File: src/rtl/regfile_dbg_pkg.sv
// regfile_dbg_pkg: shared constants, state encoding and count normalisation for the register dump reader
package regfile_dbg_pkg;
    localparam int NUM_REGS = 8;
    localparam int ADDR_W   = 3;
    localparam int DATA_W   = 8;
    localparam int CNT_W    = 4;

    typedef enum logic [1:0] {IDLE, FETCH, SEND, DONE} state_t;

    function automatic logic [CNT_W-1:0] norm_count(input logic [CNT_W-1:0] cnt);
        return (cnt == '0 || cnt > CNT_W'(NUM_REGS)) ? CNT_W'(NUM_REGS) : cnt;
    endfunction
endpackage

File: src/rtl/regfile_dump_reader.sv
// regfile_dump_reader: walks a window of the register file read port and streams (register, data) bytes over valid/ready
module regfile_dump_reader
    import regfile_dbg_pkg::*;
(
    input  logic              Clk,
    input  logic              Reset_n,
    input  logic              Dump_Start,
    input  logic [ADDR_W-1:0] Start_Reg_Num,
    input  logic [CNT_W-1:0]  Dump_Count,
    output logic [ADDR_W-1:0] Read_Reg_Num,
    input  logic [DATA_W-1:0] Read_Data,
    output logic [ADDR_W-1:0] Tx_Addr,
    output logic [DATA_W-1:0] Tx_Data,
    output logic              Tx_Valid,
    input  logic              Tx_Ready,
    output logic              Dump_Busy,
    output logic              Dump_Done
);
    state_t            state, state_nxt;
    logic [ADDR_W-1:0] index, index_inc;
    logic [CNT_W-1:0]  remaining;
    logic              xfer;

    assign xfer         = (state == SEND) && Tx_Ready;
    assign index_inc    = (index == ADDR_W'(NUM_REGS - 1)) ? '0 : index + 1'b1;
    assign Read_Reg_Num = (state == FETCH) ? index : '0;
    assign Tx_Valid     = state == SEND;
    assign Dump_Busy    = state != IDLE;
    assign Dump_Done    = state == DONE;

    always_comb begin
        state_nxt = state;
        case (state)
            IDLE:    state_nxt = Dump_Start ? FETCH : IDLE;
            FETCH:   state_nxt = SEND;
            SEND:    state_nxt = !Tx_Ready ? SEND : (remaining == CNT_W'(1)) ? DONE : FETCH;
            DONE:    state_nxt = IDLE;
            default: state_nxt = IDLE;
        endcase
    end

    always_ff @(posedge Clk or negedge Reset_n) begin
        if (!Reset_n) begin
            state     <= IDLE;
            index     <= '0;
            remaining <= '0;
            Tx_Addr   <= '0;
            Tx_Data   <= '0;
        end else begin
            state <= state_nxt;
            if (state == IDLE && Dump_Start) begin
                index     <= Start_Reg_Num;
                remaining <= norm_count(Dump_Count);
            end
            // read data is captured only here, so later writebacks never alter a byte in flight
            if (state == FETCH) begin
                Tx_Data <= Read_Data;
                Tx_Addr <= index;
            end
            if (xfer) begin
                remaining <= remaining - 1'b1;
                if (remaining != CNT_W'(1))
                    index <= index_inc;
            end
        end
    end
endmodule

File: config.mk
export PLATFORM = sky130hd
export DESIGN_NAME = regfile_dump_reader
export DESIGN_NICKNAME = d
export VERILOG_FILES = /design/src/rtl/regfile_dbg_pkg.sv /design/src/rtl/regfile_dump_reader.sv
export SDC_FILE = /design/constraint.sdc
export NUM_CORES = 1
export LEC_CHECK = 0
export CAP_MARGIN = 20
export CELL_PAD_IN_SITES_DETAIL_PLACEMENT = 1
export CELL_PAD_IN_SITES_GLOBAL_PLACEMENT = 2
export CORE_UTILIZATION = 29
export CTS_CLUSTER_SIZE = 8
export DETAILED_ROUTE_END_ITERATION = 6
export PLACE_DENSITY_LB_ADDON = 0.1
export SLEW_MARGIN = 20
export SYNTH_ARGS = -nofsm -noshare
export SYNTH_HDL_FRONTEND = slang
export SYNTH_SLANG_ARGS = --single-unit
export TNS_END_PERCENT = 5
File: constraint.sdc
create_clock -name Clk -period 3.2 [get_ports Clk]
set_clock_uncertainty 0.1 [all_clocks]
set_input_delay 0.64 -clock Clk [delete_from_list [all_inputs] [get_ports Clk]]
set_output_delay 0.64 -clock Clk [all_outputs]
set_load 0.05 [all_outputs]
Yosys cells after proc, flatten, opt, wreduce, memory -nomap -nowiden. Cells that the tools add are included.

Bits in registers: 20. Bits in latches: 0. Bits in writable memories: 0. ROM bits: 0. Bits of input ports: 19. Output and inout port bits: 17. Logic and storage cells: 33. Memories: 0.

Add/sub/neg operators: 2. $mul: 0. Div/mod/pow operators: 0. $lt $le $gt $ge: 1. Equality and inequality tests: 6. Shifts and indexed selects: 0. Muxes and demuxes: 12. Bitwise operators: 0. Reduce and logical (&&, ||, !) cells: 7.

Operator list (number): 3-bit 2-to-1 mux (5); 4-bit 2-to-1 mux (3); 2-bit case mux with 4 select lines (1); 2-bit == test, second input constant (2); 4-bit by 1-bit == test with 1-bit output, second input constant (1); 4-bit greater-than comparator, second input constant (1); 4-bit logical NOT (1); 2-bit 2-to-1 mux (2); 4-bit by 1-bit != test with 1-bit output, second input constant (1); 2-bit nonzero test (2); 4-bit by 1-bit subtractor with 4-bit output, second input constant (1); 3-bit by 1-bit adder with 3-bit output, second input constant (1); 3-bit == test, second input constant (1); 2-bit by 1-bit == test with 1-bit output, second input constant (1); 1-bit logical AND (2); 2-bit logical NOT (1); 1-bit logical OR (1); 1-bit 2-to-1 mux (1).

Longest topological paths before layout.
Word-level depth: 5. Mapped depth: 5. Depth with buffers taken out: 5.

Least setup slack after synthesis. Ideal clock, no wire load.

Path type: reg-to-output. Start point: register state[1]. End point: output port Read_Reg_Num[0]. Arrival time: 1572 ps. Setup slack: 888 ps. Stages on the path, launching flop included: 5. Buffers on the path: 2. Cells stage by stage: dfrtp_1 > nand2b_1 > buf_2 > buf_6 > nor2_1.

Longest elaborated chain between the ends: 2.

RTL lines: from (decl) (line regfile_dump_reader.sv:19) `state_t state, state_nxt;`; from (signal assigned) (line regfile_dump_reader.sv:50) `state <= state_nxt;`; 2-bit by 1-bit == test with 1-bit output (line regfile_dump_reader.sv:26) `assign Read_Reg_Num = (state == FETCH) ? index : '0;`; 3-bit 2-to-1 mux (line regfile_dump_reader.sv:26); to (decl) (line regfile_dump_reader.sv:10) `output logic [ADDR_W-1:0] Read_Reg_Num,`.

Every way passes these cells.

Final worst setup path.
Start point: register state[1]. End point: output port Read_Reg_Num[2].

Same word-level chain as after synthesis.

==> results.json <==
{
  "yosys_register_bits": 20,
  "critPathRequiredTime_ns": 2.46,
  "h-tree-depth": 1,
  "ant_nets": 0,
  "placed_cell_area_um2": 1390,
  "ctsHoldBuffers": 0,
  "fill_cells": 340,
  "hold_path_class": "reg2reg",
  "syn_to_final_growth_pct": 45.2,
  "p_per_area_nw_per_um2": 1150,
  "totalWireLength_um": 2130,
  "synth_area_um2": 993,
  "timing.rr.end": "index[1]",
  "yosysWarnings": 0,
  "grt_use_total": 0.136,
  "numPortBuffers": 35,
  "ios": 36,
  "synth_fp_nets": 100,
  "rr_startpoint": "state[1]",
  "drive_gt1_frac": 0.209,
  "initial_utilization": 0.315,
  "crit_end": "Read_Reg_Num[2]",
  "max-slew-margin-rel": 0.394,
  "drc": 0,
  "cts_buffer_depth": 2,
  "clk_pin_slew_ns": 0.12,
  "fin_area_um2": 1440,
  "setup_viol": 0,
  "ctsResizeCount": 0,
  "crit_path_start": "state[1]",
  "cp_data_arrival_time_ns": 2.07,
  "finalPower_uw": 1660,
  "core-area_um2": 3150,
  "ys_types": 30,
  "cap_violations": 0,
  "grt_pass1_wl_um": 3600,
  "ir_drop_mv": 0.436,
  "min_period_over_period": 0.878,
  "fp-row-count": 20,
  "cts_sinks": 20,
  "hold_violations": 0,
  "ys_seq_area_frac": 0.504,
  "path_delay_family": "buffers and inverters",
  "fmax_mhz": 356,
  "syn_area_per_cell_um2": 12.9,
  "cp_cell_sequence": "nand2b_1 > nor2_1 > clkdlybuf4s50_1",
  "drt-initial-drc-count": 6,
  "dp_hpwl_um": 1670,
  "min_period_ns": 2.81,
  "crit_cells": 3,
  "die_h_um": 60.5,
  "worst_pin_slew_ns": 0.906,
  "r2r_slack_ns": 1.39,
  "rr_worst_depth": 3,
  "maxSlewViolCount": 0,
  "design.die.area_um2": 3660,
  "start_kind": "register",
  "vias": 736,
  "finalSetupTns_ns": 0,
  "hold_slack_ns": 0.397,
  "antenna_found_initial": 0,
  "critPathCaptureType": "output pin",
  "grt_max_degree": 21,
  "nNetsFinal": 139,
  "cts_tree": "yes",
  "cts_made_buffers": 3,
  "dieWidth_um": 60.5,
  "cts-root-buf": "clkbuf_4",
  "cts_setup_buffers": 0,
  "path_max_fanout": 8,
  "slowest_delay_ns": 0.82,
  "insertion_delay_ns": 0.31,
  "grt_pass1_vias": 804,
  "synthCells": 77,
  "slowest_stage": "clkdlybuf4s50_1",
  "fin_util": 0.458,
  "ff_latch_area_um2": 500,
  "crit_buf_inv": 1,
  "vias_per_cell": 4.63,
  "globalplace.congestion": 0.760,
  "leakagePower_uw": 0.000646,
  "status": "completed",
  "multiInputGateArea_um2": 458,
  "grt_overflow": 0,
  "antenna_cells": 0,
  "wire_per_inst_um": 13.4,
  "criticalPathCategory": "reg2out",
  "dr.pass1.iters": 3,
  "rsz0062_at_grt": "false"
}
==> metrics by stage <==
step | setup slack, ns | cells
after floorplan | 0.888 | 77
after global placement | 0.774 | 155
after detailed placement | 0.716 | 155
after CTS | 0.343 | 159
after global routing | 0.240 | 159
final | 0.390 | 159
==> worst min-delay path by stage <==
| stage | start | cells past startpoint | slack, ns | end |
|---|---|---|---|---|
| floorplan | Reset_n | 0 | 0.24 | Tx_Addr[0] |
| global placement | Tx_Addr[2] | 1 | 0.36 | Tx_Addr[2] |
| detailed placement | Tx_Addr[1] | 1 | 0.37 | Tx_Addr[1] |
| CTS | Tx_Addr[1] | 1 | 0.40 | Tx_Addr[1] |
| global route | Tx_Data[2] | 1 | 0.44 | Tx_Data[2] |
| finish | Tx_Addr[1] | 1 | 0.40 | Tx_Addr[1] |
==> routing by layer <==
| metal | up-vias | global-route usage | part of all wire |
|---|---|---|---|
| met5 | - | 0 | 0 |
| met4 | 0 | 0.0779 | 0.0070 |
| met3 | 2 | 0.0235 | 0.057 |
| met2 | 19 | 0.229 | 0.50 |
| met1 | 368 | 0.164 | 0.43 |
| li1 | 347 | - | - |
==> Yosys cell counts <==
cell type / number / share of area
nor2_1: 4 / 0.015
or2_2: 1 / 0.0063
buf_6: 1 / 0.011
o221a_1: 1 / 0.011
inv_1: 5 / 0.019
buf_2: 1 / 0.0050
mux2_1: 3 / 0.034
mux2i_1: 1 / 0.010
or3b_1: 2 / 0.018
mux2_2: 11 / 0.12
and2_2: 1 / 0.0076
a21bo_2: 1 / 0.010
mux2_4: 1 / 0.015
a21o_1: 3 / 0.023
nand3b_4: 1 / 0.020
a32oi_1: 1 / 0.0088
nand3_1: 1 / 0.0050
dfrtp_1: 20 / 0.50
nor3_1: 1 / 0.0050
o221ai_1: 1 / 0.0088
and2b_2: 1 / 0.0088
o21ai_0: 1 / 0.0050
ha_1: 4 / 0.050
nor3b_2: 1 / 0.013
nand2b_1: 1 / 0.0063
nand2_1: 4 / 0.015
a221o_1: 1 / 0.010
nor3b_1: 1 / 0.0076
nor4b_2: 1 / 0.015
o31ai_1: 1 / 0.0076
==> flip-flops by register name, indices dropped and copies added (netlist names) <==
| name | flops |
|---|---|
| index | 3 |
| Tx_Addr | 3 |
| Tx_Data | 8 |
| remaining | 4 |
| state | 2 |
==> worst register-to-register path, delay by kind of cell, from the launching register on <==
| kind | cells | cell delay (ns) |
|---|---|---|
| flip-flops | 1 | 0.50 |
| multiplexers | 2 | 0.63 |
| AND/OR/NAND/NOR | 1 | 0.47 |
==> cell usage in the layout, fill, tap and decap left out, types with 2 or more instances in the layout <==
cell type and count:
a21o_1 3, clkbuf_4 3, clkdlybuf4s50_1 35, dfrtp_1 20, ha_1 4, inv_1 5
mux2_1 3, mux2_2 11, nand2_1 4, nor2_1 4, or3b_1 2
==> where the power goes <==
| group | switching, uW | internal (uW) | leakage, uW | total, uW |
|---|---|---|---|---|
| clock network | 84.1 | 127 | 0.0000279 | 211 |
| logic | 566 | 406 | 0.000378 | 972 |
| registers | 98.8 | 378 | 0.000240 | 477 |
==> cell type report <==
type / count / share of cell area
Clock buffer: 3 / 0.0156
Clock inverter: 1 / 0.0208
Inverter: 5 / 0.0130
Multi-Input combinational cell: 50 / 0.317
Sequential cell: 20 / 0.347
Tap cell: 44 / 0.0382
Timing Repair Buffer: 36 / 0.248
==> logic make-up (layout without fill, tap and decap cells) <==
kind of cell | count (synthesis) | in the layout | share of synthesized area
mux | 16 | 16 | 0.184
fa+ha+maj | 4 | 4 | 0.0504
buf+inv | 7 | 45 | 0.0353
simple gates | 20 | 20 | 0.142
compound gates | 10 | 10 | 0.0844
flops | 20 | 20 | 0.504
Power figures use the tool's default switching activity.
